$ cat src/rtl/rr_stream_mux_pkg.sv
// Shared types and helpers for the round-robin stream multiplexer.
// Holds the packet-lock FSM state encoding, default geometry and the
// channel-index width function used by the interface, arbiter and top.
package rr_stream_mux_pkg;

    typedef enum logic [0:0] {
        ST_IDLE   = 1'b0,
        ST_LOCKED = 1'b1
    } mux_state_e;

    localparam int DEF_NCH = 4;
    localparam int DEF_DW  = 8;

    // Bits needed to index nch channels (nch >= 2), minimum 1.
    function automatic int chan_width(input int nch);
        int w;
        w = 32'sd1;
        while ((32'sd1 << w) < nch) begin
            w = w + 32'sd1;
        end
        return w;
    endfunction

endpackage

$ cat src/rtl/rr_stream_mux_if.sv
// Handshake bundle between NCH producers, the mux and one consumer.
// master: the side driving producer beats and consumer ready.
// slave:  the mux itself.
interface rr_stream_mux_if
    import rr_stream_mux_pkg::*;
#(
    parameter int NCH = DEF_NCH,
    parameter int DW  = DEF_DW
);
    localparam int CW = chan_width(NCH);

    logic [NCH-1:0]    in_valid;
    logic [NCH-1:0]    in_ready;
    logic [NCH*DW-1:0] in_data;
    logic [NCH-1:0]    in_last;
    logic              out_valid;
    logic              out_ready;
    logic [DW-1:0]     out_data;
    logic [CW-1:0]     out_chan;
    logic              out_last;

    modport master (
        output in_valid, in_data, in_last, out_ready,
        input  in_ready, out_valid, out_data, out_chan, out_last
    );

    modport slave (
        input  in_valid, in_data, in_last, out_ready,
        output in_ready, out_valid, out_data, out_chan, out_last
    );

endinterface

$ cat src/rtl/rr_stream_mux_arbiter.sv
// Combinational round-robin arbiter. Scans from ptr upwards with wrap and
// grants the first requester. When lock is high only lock_ch may win, and
// no grant is issued if that channel is not requesting.
module rr_arbiter
    import rr_stream_mux_pkg::*;
#(
    parameter int NCH = DEF_NCH,
    parameter int CW  = chan_width(NCH)
) (
    input  logic [NCH-1:0] req,
    input  logic [CW-1:0]  ptr,
    input  logic           lock,
    input  logic [CW-1:0]  lock_ch,
    output logic [NCH-1:0] grant
);

    // Pick the first requesting channel at or after ptr, or the locked one.
    always_comb begin
        logic [CW-1:0] idx_v;
        logic          found_v;
        grant   = '0;
        idx_v   = '0;
        found_v = 1'b0;
        if (lock) begin
            if (req[lock_ch]) begin
                grant[lock_ch] = 1'b1;
            end else begin
                grant = '0;
            end
        end else begin
            for (int i = 0; i < NCH; i++) begin
                idx_v = CW'((int'(ptr) + i) % NCH);
                if (!found_v && req[idx_v]) begin
                    grant[idx_v] = 1'b1;
                    found_v      = 1'b1;
                end else begin
                    found_v = found_v;
                end
            end
        end
    end

endmodule

$ cat src/rtl/rr_stream_mux.sv
// Registered round-robin N:1 stream multiplexer with valid/ready handshake.
// One output register is reloaded whenever it is empty or being drained, so
// back-to-back beats flow at one per cycle with no bubble.
// Optional feature macro: RR_STREAM_MUX_PKT_LOCK_EN -- when defined, a
// granted channel keeps the output until it delivers a beat with in_last=1,
// so packets from different channels never interleave.
module rr_stream_mux
    import rr_stream_mux_pkg::*;
#(
    parameter int NCH = DEF_NCH,
    parameter int DW  = DEF_DW
) (
    input logic          clk,
    input logic          rst_n,
    rr_stream_mux_if.slave bus
);
    localparam int CW = chan_width(NCH);

    logic [CW-1:0]  ptr_r;
    logic           out_valid_r;
    logic [DW-1:0]  out_data_r;
    logic [CW-1:0]  out_chan_r;
    logic           out_last_r;

    logic           load_en_s;
    logic [NCH-1:0] grant_s;
    logic [NCH-1:0] in_ready_s;
    logic           xfer_s;
    logic [CW-1:0]  sel_chan_s;
    logic [DW-1:0]  sel_data_s;
    logic           sel_last_s;
    logic           ptr_adv_s;
    logic [CW-1:0]  ptr_next_s;
    logic           lock_s;
    logic [CW-1:0]  lock_ch_s;

    assign load_en_s = !out_valid_r || bus.out_ready;

    rr_arbiter #(
        .NCH (NCH),
        .CW  (CW)
    ) u_arb (
        .req     (bus.in_valid),
        .ptr     (ptr_r),
        .lock    (lock_s),
        .lock_ch (lock_ch_s),
        .grant   (grant_s)
    );

    // Offer the grant to producers only when the output register can load.
    always_comb begin
        if (rst_n && load_en_s) begin
            in_ready_s = grant_s;
        end else begin
            in_ready_s = '0;
        end
    end

    assign xfer_s = |(bus.in_valid & in_ready_s);

    // Encode the granted channel and select its data and last flag.
    always_comb begin
        sel_chan_s = '0;
        sel_data_s = '0;
        sel_last_s = 1'b0;
        for (int i = 0; i < NCH; i++) begin
            if (grant_s[i]) begin
                sel_chan_s = CW'(i);
                sel_data_s = bus.in_data[i*DW +: DW];
                sel_last_s = bus.in_last[i];
            end else begin
                sel_chan_s = sel_chan_s;
            end
        end
    end

    // Next scan start is the channel just after the winner, wrapping at NCH.
    always_comb begin
        if (sel_chan_s == CW'(NCH - 1)) begin
            ptr_next_s = '0;
        end else begin
            ptr_next_s = sel_chan_s + CW'(1);
        end
    end

`ifdef RR_STREAM_MUX_PKT_LOCK_EN
    mux_state_e    state_r;
    mux_state_e    state_next_s;
    logic [CW-1:0] lock_ch_r;
    logic [CW-1:0] lock_ch_next_s;

    // Packet-lock state register.
    always_ff @(posedge clk) begin
        if (!rst_n) begin
            state_r   <= ST_IDLE;
            lock_ch_r <= '0;
        end else begin
            state_r   <= state_next_s;
            lock_ch_r <= lock_ch_next_s;
        end
    end

    // Enter lock on a non-final beat, leave it on the locked channel's last beat.
    always_comb begin
        state_next_s   = state_r;
        lock_ch_next_s = lock_ch_r;
        case (state_r)
            ST_IDLE: begin
                if (xfer_s && !sel_last_s) begin
                    state_next_s   = ST_LOCKED;
                    lock_ch_next_s = sel_chan_s;
                end else begin
                    state_next_s = ST_IDLE;
                end
            end
            ST_LOCKED: begin
                if (xfer_s && sel_last_s) begin
                    state_next_s = ST_IDLE;
                end else begin
                    state_next_s = ST_LOCKED;
                end
            end
            default: begin
                state_next_s   = ST_IDLE;
                lock_ch_next_s = '0;
            end
        endcase
    end

    // Lock controls for the arbiter; ptr moves only when a packet completes.
    always_comb begin
        lock_ch_s = lock_ch_r;
        ptr_adv_s = xfer_s && sel_last_s;
        case (state_r)
            ST_IDLE:   lock_s = 1'b0;
            ST_LOCKED: lock_s = 1'b1;
            default:   lock_s = 1'b0;
        endcase
    end
`else
    // Without packet lock every beat is re-arbitrated and always moves ptr.
    always_comb begin
        lock_s    = 1'b0;
        lock_ch_s = '0;
        ptr_adv_s = xfer_s;
    end
`endif

    // Round-robin pointer.
    always_ff @(posedge clk) begin
        if (!rst_n) begin
            ptr_r <= '0;
        end else if (ptr_adv_s) begin
            ptr_r <= ptr_next_s;
        end else begin
            ptr_r <= ptr_r;
        end
    end

    // Output register: load on transfer, empty when drained with no request.
    always_ff @(posedge clk) begin
        if (!rst_n) begin
            out_valid_r <= 1'b0;
            out_data_r  <= '0;
            out_chan_r  <= '0;
            out_last_r  <= 1'b0;
        end else if (load_en_s) begin
            if (xfer_s) begin
                out_valid_r <= 1'b1;
                out_data_r  <= sel_data_s;
                out_chan_r  <= sel_chan_s;
                out_last_r  <= sel_last_s;
            end else begin
                out_valid_r <= 1'b0;
            end
        end else begin
            out_valid_r <= out_valid_r;
        end
    end

    assign bus.in_ready  = in_ready_s;
    assign bus.out_valid = out_valid_r;
    assign bus.out_data  = out_data_r;
    assign bus.out_chan  = out_chan_r;
    assign bus.out_last  = out_last_r;

endmodule
$ cat src/flat_wrapper.sv
// flat-port wrapper written by rule: the top's interface ports become plain ports
module rr_stream_mux_flat import rr_stream_mux_pkg::*;
#(
    parameter int NCH = DEF_NCH,
    parameter int DW  = DEF_DW
)
  (clk, rst_n, bus_in_valid, bus_in_data, bus_in_last, bus_out_ready, bus_in_ready, bus_out_valid, bus_out_data, bus_out_chan, bus_out_last);
  rr_stream_mux_if #(.NCH(NCH), .DW(DW)) bus_i ();
  input logic clk;
  input logic rst_n;
  input wire logic [$bits(bus_i.in_valid)-1:0] bus_in_valid;
  input wire logic [$bits(bus_i.in_data)-1:0] bus_in_data;
  input wire logic [$bits(bus_i.in_last)-1:0] bus_in_last;
  input wire logic [$bits(bus_i.out_ready)-1:0] bus_out_ready;
  output wire logic [$bits(bus_i.in_ready)-1:0] bus_in_ready;
  output wire logic [$bits(bus_i.out_valid)-1:0] bus_out_valid;
  output wire logic [$bits(bus_i.out_data)-1:0] bus_out_data;
  output wire logic [$bits(bus_i.out_chan)-1:0] bus_out_chan;
  output wire logic [$bits(bus_i.out_last)-1:0] bus_out_last;
  assign bus_i.in_valid = bus_in_valid;
  assign bus_i.in_data = bus_in_data;
  assign bus_i.in_last = bus_in_last;
  assign bus_i.out_ready = bus_out_ready;
  assign bus_in_ready = bus_i.in_ready;
  assign bus_out_valid = bus_i.out_valid;
  assign bus_out_data = bus_i.out_data;
  assign bus_out_chan = bus_i.out_chan;
  assign bus_out_last = bus_i.out_last;
  rr_stream_mux #(.NCH(NCH), .DW(DW)) u_core (.clk(clk), .rst_n(rst_n), .bus(bus_i));
endmodule
$ cat config.mk
export PLATFORM = sky130hd
export DESIGN_NAME = rr_stream_mux_flat
export DESIGN_NICKNAME = d
export VERILOG_FILES = /design/src/rtl/rr_stream_mux_pkg.sv /design/src/rtl/rr_stream_mux_if.sv /design/src/rtl/rr_stream_mux_arbiter.sv /design/src/rtl/rr_stream_mux.sv /design/src/flat_wrapper.sv
export SDC_FILE = /design/constraint.sdc
export NUM_CORES = 1
export LEC_CHECK = 0
export ABC_CLOCK_PERIOD_IN_PS = 4500
export BUFFER_PORTS_ARGS = -buffer_cell sky130_fd_sc_hd__buf_2
export CORE_ASPECT_RATIO = 1.25
export CORE_MARGIN = 10
export CORE_UTILIZATION = 48
export CTS_CLUSTER_DIAMETER = 50
export DETAILED_ROUTE_END_ITERATION = 10
export PLACE_DENSITY = 0.79
export SYNTH_ARGS = -nofsm -noshare
export SYNTH_HDL_FRONTEND = slang
export SYNTH_SLANG_ARGS = --single-unit
$ cat constraint.sdc
create_clock -name clk -period 4.5 [get_ports clk]
set_input_delay 0.675 -clock clk [delete_from_list [all_inputs] [get_ports clk]]
set_output_delay 0.675 -clock clk [all_outputs]
set_load 0.02 [all_outputs]
# Word-level counts from Yosys, hierarchy flattened
# Cells that the tools add are included.
# totals
regBits	14
elab_cells	74
inputBits	43
out_inout_bits	16
# op_classes
addsub	4
n_eq_ne	1
bitwise	4
n_mux	37
magnitude_cmp	8
n_reduce_logical	15
# op_table
op	n
2-to-1 mux 8 bit	4
2-to-1 mux 4 bit	5
2-to-1 mux 1 bit	17
< comparator 2 x 3 -> 1 bit, second input constant	4
bitwise OR 4 bit	3
binary-select mux 1 bit (select 2 bit)	4
demux 1 bit (select 2 bit)	4
>= comparator 2 x 1 -> 1 bit, second input constant	4
logical AND 1 bit	8
2-to-1 mux 2 bit	3
adder 2 x 1 -> 2 bit, second input constant	2
adder 2 bit, second input constant	2
bitwise AND 4 bit	1
logical NOT 1 bit	4
OR reduction 4 bit	1
== test 2 bit, second input constant	1
AND reduction 2 bit	1
logical OR 1 bit	1

# Longest topological paths before layout
# Gate-level depths: netlist (run 1).
# logic_depth
depth_word	17
mapped_depth	12
ltp_nobuf	9

# Hierarchy
# From an unflattened synthesis (run 1), not the netlist that was laid out.
# hier_totals
hier_cells	176
hier_area_um2	1561.5
# modules_own_cells
mod	area_per_inst_um2	seq_area_each_um2	instances	cells_per_inst
rr_stream_mux	1049.8	280.3	1	115
rr_arbiter	511.7	0.0	1	61

# Worst setup path after synthesis (run 1)
# Ideal clock, no wire load.
# synth_path
path_type	register to output
from	reg u_core.ptr_r[0]
to	out bus_in_ready[2]
path_stages_with_launch	11
required_ps	3825
path_buffers	3
arrival_time_ps	2852
path_slack_ps	973
cell_sequence	dfxtp_1 buf_2 inv_2 ha_1 buf_2 mux4_2 nor2b_1 a32o_1 a221oi_2 clkbuf_1 nor2_1
# synth_between
elab_chain_len	13
word_cells_on_any_way	48
classes_between	3 x add/sub; 8 x order compare; 24 x mux; 3 x bitwise; 10 x reduce/logical
# synth_rtl
item	line_no	rtl
from (decl)	rr_stream_mux.sv:19	logic [CW-1:0] ptr_r;
from (signal assigned)	rr_stream_mux.sv:154	ptr_r <= ptr_next_s;
from (signal assigned)	rr_stream_mux.sv:156	ptr_r <= ptr_r;
branches (longest 11 deep; another with < comparator 2 x 3 -> 1 bit)	-	
2-to-1 mux 4 bit (*)	rr_stream_mux_arbiter.sv:33	if (!found_v && req[idx_v]) begin
2-to-1 mux 4 bit (*)	rr_stream_mux.sv:52	if (rst_n && load_en_s) begin
to (decl)	flat_wrapper.sv:15	output wire logic [$bits(bus_i.in_ready)-1:0] bus_in_ready;
# Mark *: on every way between the ends. The select of a mux whose other input is x is not followed.

# Final worst setup path (run 1)
# layout_path
from	reg u_core.ptr_r[1]
to	out bus_in_ready[2]
# The elaborated chain is that of the path after synthesis.

==> results of run 1 <==
==> per-stage QoR <==
step	area, um2	setup WS (ns)
CTS	1730	0.663
floorplan	1410	0.973
global placement	1700	1.04
finish	1730	0.652
global route	1730	0.441
detailed placement	1700	0.974
==> registers in the layout, summed over array words and instances (netlist names) <==
name / cells
u_core.bus.out_data: 8
u_core.bus.out_chan: 2
u_core.ptr_r: 2
u_core.bus.out_last: 1
u_core.bus.out_valid: 1
==> kinds of logic (layout without fill, tap and decap cells) <==
logic type,count (synthesis),after routing,share of synthesized area (%)
compound gates,48,48,28.7
buf+inv,20,70,6.22
mux,13,13,14.0
flops,14,14,19.9
simple gates,76,76,26.7
fa+ha+maj,5,5,4.44
==> worst max-delay path by stage <==
stage / from / endpoint / slack (ns) / cells after the start
6_report: u_core.ptr_r[1]$_SDFFE_PN0P_ / bus_in_ready[2] / 0.65 / 8
5_1_grt: u_core.ptr_r[0]$_SDFFE_PN0P_ / bus_in_ready[2] / 0.44 / 9
4_1_cts: u_core.ptr_r[0]$_SDFFE_PN0P_ / bus_in_ready[2] / 0.66 / 9
3_5_place_dp: u_core.ptr_r[0]$_SDFFE_PN0P_ / bus_in_ready[2] / 0.97 / 9
3_3_place_gp: u_core.ptr_r[1]$_SDFFE_PN0P_ / bus_in_ready[2] / 1.04 / 8
2_1_floorplan: u_core.ptr_r[0]$_SDFFE_PN0P_ / bus_in_ready[2] / 0.97 / 10
==> final cells by class <==
cell class / count / area, um2 / share of cell area [%]
Multi-Input combinational cell: 142 / 1040 / 60.3
Timing Repair Buffer: 62 / 320 / 18.6
Sequential cell: 14 / 280 / 16.2
Tap cell: 34 / 42.5 / 2.47
Clock buffer: 3 / 22.5 / 1.31
Inverter: 5 / 18.8 / 1.09
==> power by group <==
group	switching [uW]	total [uW]	internal, uW	leakage, uW
registers	26.7	202	175	0.000115
clock network	40.2	71.2	31.0	0.0000138
logic	572	981	409	0.000647
total	639	1250	616	0.000776
==> cell usage in the layout, fill, tap and decap left out, types with 2 or more instances in the layout <==
master    instances
a222oi_1          2
nor2_1           13
a21boi_1          2
nand4_1           3
mux2_2            3
nor2b_1           5
nand2b_1          7
nand3b_1          2
o21ai_0           3
dfxtp_1          14
ha_1              5
a22o_1            3
o21ai_1           2
and2_1            3
o221a_1           6
nand2_1          21
a311oi_1          7
mux4_2            5
inv_1             4
clkbuf_4          3
a41o_1            3
buf_4             4
buf_2            58
nand3_1          17
a21oi_1           8
o22ai_1           2
mux2i_1           4
==> critical path: stages, from the launching register on <==
cell	delay, ns
dfxtp_1	0.47
inv_1	0.15
ha_1	0.47
mux4_2	0.62
nor2b_1	0.16
a32o_1	0.23
a221oi_2	0.52
nor2_1	0.08
buf_2	0.18
==> routing by layer <==
layer | vias to the layer above | global-route usage [%] | routed length [um]
met3 | 8 | 7.22 | 462
met2 | 77 | 27.1 | 2200
met4 | 0 | 5.85 | 73
met5 | - | 0 | 0
met1 | 736 | 19.0 | 1660
li1 | 770 | - | -
==> run_results.csv, run 1 <==
group,metric,value,unit
sta,setup_viol,0,
sta,clock_skew,0.00295,ns
sta,max_slew.worst_pin.slew,0.856,ns
floorplanning,fp.dieW,68.5,um
yosys,netlist_instances,176,
yosys,yosysTopAreaCellShare,19.9,%
floorplanning,fp.dieArea,5520,um2
outcome,status,"completed",
floorplanning,core_area,2760,um2
yosys,ys_warn_count,0,
worst_setup_path,critPathKind,"flip-flop to output pin",
worst_hold_path,min-delay-path-class,"flip-flop to flip-flop",
routing,vias,1591,
run,maxCapViolCount,0,
yosys,synth_commonest_cells,"nand2_1 (21), nand3_1 (17), dfxtp_1 (14)",
sta,fin_setup_tns,0,ns
routing,post_drt_wl_per_cell,16.9,um
clocking,clkSlewWorstSetupHoldPaths,0.08,ns
placement,io_buffers,58,
clocking,cts.sinks,14,
worst_setup_path,arrival,3.17,ns
global_routing,grt_pass1_wl,7530,um
routing,dr.pass1.iters,4,
sta,hold_ws,0.462,ns
finish,antenna_cells,0,
finish,layout.cells.non_filler,260,
yosys,ys_top_cells_by_area,"dfxtp_1 (20%), mux4_2 (8.0%), nand3_1 (6.0%)",
floorplanning,die_h,80.6,um
yosys,syn_area,1410,um2
sta,max_slew_margin,42.7,%
yosys,synth-async-reset-ratio,0,%
finish,n_fill_cell,265,
placement,gp_congestion,0.902,
global_routing,grt_pass1_vias,1644,
floorplanning,rows,21,
sta,finalCritPeriodShare,85.5,%
finish,final_nets,276,
clocking,cts_resized,0,
clocking,numCtsBuffers,3,
worst_setup_path,critPathLaunchType,"flip-flop",
finish,layout-drive-gt1-share,34.1,%
clocking,cts_setup_buffers,0,
sta,fin_crit,3.85,ns
power_and_ir_drop,p_leak,0.000776,uW
clocking,cts-hold-fix-buffers,0,
clocking,clockBufferDepth,2,
routing,wl,4390,um
global_routing,antenna_found_initial,0,
yosys,syn_area_per_cell,8.00,um2
worst_setup_path,cp_data_required_time,3.83,ns
worst_setup_path,r2r-end,"u_core.bus.out_data[7]$_SDFFE_PN0P_",
routing,remaining_drc_errors,0,
worst_setup_path,ff2ff_path_depth,10,
worst_hold_path,holdCritStartpoint,"u_core.bus.out_last$_SDFFE_PN0P_",
yosys,yosysTopAreaCell,"dfxtp_1",
yosys,syn_nets,224,
yosys,yosysMostFrequentCell,"nand2_1",
power_and_ir_drop,p_total,1250,uW
worst_setup_path,crit_fanout,11,
global_routing,grt_usage,16.8,%
sta,drv_slew,0,
global_routing,grt_start_max_net_pins,16,
yosys,synth.distinct_cells,45,
yosys,synth-seq-area-share,19.9,%
yosys,synth-seq-cells,14,
power_and_ir_drop,powerDensity,727,nW/um2
sta,hold_viol,0,
clocking,htreeDepth,1,
routing,drt-initial-drc-count,160,
worst_hold_path,hold_end,"u_core.bus.out_last$_SDFFE_PN0P_",
worst_setup_path,critPathCaptureType,"output pin",
worst_setup_path,rr_startpoint,"u_core.ptr_r[1]$_SDFFE_PN0P_",
routing,ant_nets,0,
placement,dp_hpwl,3500,um
floorplanning,initial_utilization,51.1,%
placement,dp_cells,257,
clocking,tritoncts,"done",
clocking,clock_latency,0.28,ns
finish,area_delta_synth_final,22.5,%
sta,clock.fmax,260,MHz
floorplanning,ios,59,
worst_hold_path,hold_depth,2,
clocking,cts_root_buffer,"clkbuf_4",
routing,vias_per_cell,6.12,
sta,rsz0062_at_grt,"false",
global_routing,overflow,0,
worst_setup_path,r2r_slack,0.98,ns
power_and_ir_drop,ir_drop,0.517,mV
finish,final_util,62.5,%
yosys,synth_ff_type,"dfxtp_1",
yosys,synth_edf_count,0,
No activity file was read; power rests on OpenSTA's default activity.
==> run 2, diff against run 1 <==
--- a/config.mk
+++ b/config.mk
@@ -5,6 +5,7 @@
 export SDC_FILE = /design/constraint.sdc
 export NUM_CORES = 1
 export LEC_CHECK = 0
+export ABC_AREA = 1
 export ABC_CLOCK_PERIOD_IN_PS = 4500
 export BUFFER_PORTS_ARGS = -buffer_cell sky130_fd_sc_hd__buf_2
 export CORE_ASPECT_RATIO = 1.25
==> run_results.csv, run 2 <==
group,metric,value,unit
yosys,synth_ff_type,"dfxtp_1",
global_routing,overflow,0,
worst_setup_path,critPathKind,"flip-flop to output pin",
power_and_ir_drop,ir_drop,0.417,mV
yosys,synth_edf_count,0,
sta,hold_viol,0,
worst_setup_path,critPathCaptureType,"output pin",
sta,finalCritPeriodShare,74.7,%
sta,drv_slew,0,
power_and_ir_drop,seq_power_share,15.9,%
floorplanning,initial_utilization,50.9,%
power_and_ir_drop,p_clk_share,6.2,%
finish,fin_area,1700,um2
clocking,numCtsBuffers,3,
routing,vias,1594,
power_and_ir_drop,p_leak,0.000977,uW
worst_setup_path,rr_startpoint,"u_core.ptr_r[0]$_SDFFE_PN0P_",
floorplanning,core_area,2730,um2
finish,area_delta_synth_final,22.2,%
yosys,ys_top_cells_by_area,"dfxtp_1 (20%), nand3_1 (18%), nand2_1 (16%)",
finish,final_nets,335,
sta,hold_ws,0.479,ns
yosys,synth.distinct_cells,25,
global_routing,grt_pass1_wl,6690,um
worst_setup_path,r2r_slack,1.84,ns
worst_setup_path,crit_family,"simple AND/OR/NAND/NOR gates",
finish,layout_common_cells,"nand2_1 (61), buf_2 (58), nand3_1 (50)",
global_routing,grt_pass1_vias,1544,
yosys,synth-async-reset-ratio,0,%
finish,largest_register_ffs,8,
finish,final_common_cell,"nand2_1",
worst_hold_path,hold_depth,2,
finish,final_util,62.2,%
floorplanning,fp.dieArea,5470,um2
worst_setup_path,path_cells,"inv_6, ha_1, inv_1, nand3_1, nand2_1, nand2_4, nor2_4, nand2_1, nand3_2, inv_1, nor2_1, buf_2",
sta,clock_skew,0.00370,ns
yosys,syn_area_per_cell,6.02,um2
global_routing,antenna_found_initial,0,
sta,fin_setup_tns,0,ns
worst_setup_path,crit_buf_inv,4,
yosys,syn_area,1390,um2
yosys,netlist_instances,231,
clocking,clock_latency,0.29,ns
yosys,synth_commonest_cells,"nand2_1 (61), nand3_1 (50), inv_1 (31)",
clocking,cts-hold-fix-buffers,0,
global_routing,grt_usage,15.1,%
clocking,tritoncts,"done",
routing,remaining_drc_errors,0,
yosys,yosysTopAreaCellShare,20.1,%
worst_hold_path,hold_end,"u_core.bus.out_chan[0]$_SDFFE_PN0P_",
finish,layout-drive-gt1-share,30.2,%
routing,wl,4080,um
yosys,yosysMostFrequentCell,"nand2_1",
worst_setup_path,cp_data_required_time,3.83,ns
global_routing,grt_start_max_net_pins,20,
routing,ant_nets,0,
clocking,cts_setup_buffers,0,
clocking,clkSlewWorstSetupHoldPaths,0.08,ns
power_and_ir_drop,combPwrFrac,77.9,%
yosys,synth-seq-cells,14,
sta,fin_crit,3.36,ns
sta,clock.fmax,298,MHz
routing,dr.pass1.iters,4,
power_and_ir_drop,netSwitchingFraction,58.0,%
yosys,synth-seq-area-share,20.1,%
clocking,cts_root_buffer,"clkbuf_4",
sta,setup_viol,0,
floorplanning,die_h,80.2,um
worst_setup_path,arrival,2.69,ns
routing,post_drt_wl_per_cell,12.8,um
outcome,status,"completed",
worst_setup_path,ff2ff_path_depth,14,
floorplanning,rows,21,
sta,rsz0062_at_grt,"false",
yosys,yosysTopAreaCell,"dfxtp_1",
finish,antenna_cells,0,
power_and_ir_drop,p_total,1190,uW
clocking,htreeDepth,1,
power_and_ir_drop,powerDensity,700,nW/um2
placement,io_buffers,58,
worst_hold_path,holdCritStartpoint,"u_core.bus.out_chan[0]$_SDFFE_PN0P_",
worst_setup_path,critPathLaunchType,"flip-flop",
routing,vias_per_cell,5.00,
clocking,cts_resized,0,
clocking,clockBufferDepth,2,
run,maxCapViolCount,0,
floorplanning,fp.dieW,68.2,um
worst_setup_path,r2r-end,"u_core.bus.out_data[0]$_SDFFE_PN0P_",
yosys,syn_nets,279,
floorplanning,ios,59,
routing,drt-initial-drc-count,118,
power_and_ir_drop,internal-power,500,uW
placement,dpl_cell_area,1680,um2
placement,dp_hpwl,3290,um
clocking,cts.sinks,14,
worst_hold_path,min-delay-path-class,"flip-flop to flip-flop",
yosys,ys_warn_count,0,
worst_setup_path,cp_slowest_cell,"dfxtp_1",
sta,max_slew.worst_pin.slew,0.441,ns
power_and_ir_drop,power.switching,690,uW
worst_setup_path,crit_fanout,13,
worst_setup_path,cp_slowest_stage_delay,0.60,ns
placement,gp_congestion,0.795,
sta,max_slew_margin,70.6,%
[run 2: cell types whose count changed after synthesis, moves of 5 or more]
cell	before	now
a21oi_1	8	16
a311oi_1	7	0
clkbuf_1	6	1
inv_1	4	31
mux4_2	5	0
nand2_1	21	61
nand2_2	0	6
nand2b_1	7	0
nand3_1	17	50
nand3_2	0	5
nor2_1	13	18
nor2b_1	5	0
o221a_1	6	0
[run 2: tightest hold or removal path: stages (launching register included)]
cell and delay [ns]:
dfxtp_1 0.33, nor2_1 0.04, nor2_1 0.08
[run 2: routing by layer]
metal | wire (um) | global-route usage (%)
met1 | 1770 | 17.4
met2 | 1960 | 25.1
met3 | 268 | 4.58
met4 | 80 | 6.05
met5 | 0 | 0
[run 2: worst max-delay path by stage]
stage          cells after the start  slack [ns]                    startpoint         endpoint
2_1_floorplan                     13        1.76  u_core.ptr_r[0]$_SDFFE_PN0P_  bus_in_ready[3]
3_3_place_gp                      12        1.54  u_core.ptr_r[0]$_SDFFE_PN0P_  bus_in_ready[2]
3_5_place_dp                      12        1.45  u_core.ptr_r[0]$_SDFFE_PN0P_  bus_in_ready[2]
4_1_cts                           12        1.13  u_core.ptr_r[0]$_SDFFE_PN0P_  bus_in_ready[2]
5_1_grt                           12        0.90  u_core.ptr_r[0]$_SDFFE_PN0P_  bus_in_ready[2]
6_report                          12        1.14  u_core.ptr_r[0]$_SDFFE_PN0P_  bus_in_ready[2]
[run 2: logic make-up (layout without fill, tap and decap cells)]
kind of cell               Yosys count  after routing  share of synthesized area (%)
DFF                                 14             14                           20.1
and+or+nand+nor                    152            152                           55.5
adders and majority gates            5              5                           4.50
buffers and inverters               41             95                           12.9
AOI/OAI and AO/OA                   19             19                           7.01
[run 2: per-stage QoR]
step	setup slack (ns)	cells
final	1.14	319
after global routing	0.903	319
after CTS	1.13	319
after detailed placement	1.45	316
after global placement	1.54	316
after floorplan	1.76	231
[run 2: final cells by class]
type | instances | area [um2]
Tap cell | 34 | 42.5
Inverter | 34 | 133
Fill cell | 288 | 1030
Multi-Input combinational cell | 176 | 932
Timing Repair Buffer | 58 | 290
Sequential cell | 14 | 280
Clock buffer | 3 | 22.5
[run 2: power by group through the flow]
stage          Combinational [uW]  Sequential (uW)  Clock (uW)
5_1_grt                      1050              194        79.4
4_1_cts                       934              189        74.1
6_report                      927              189        73.7
2_1_floorplan                 727              221           0
3_3_place_gp                  921              191           0
3_5_place_dp                  931              192           0
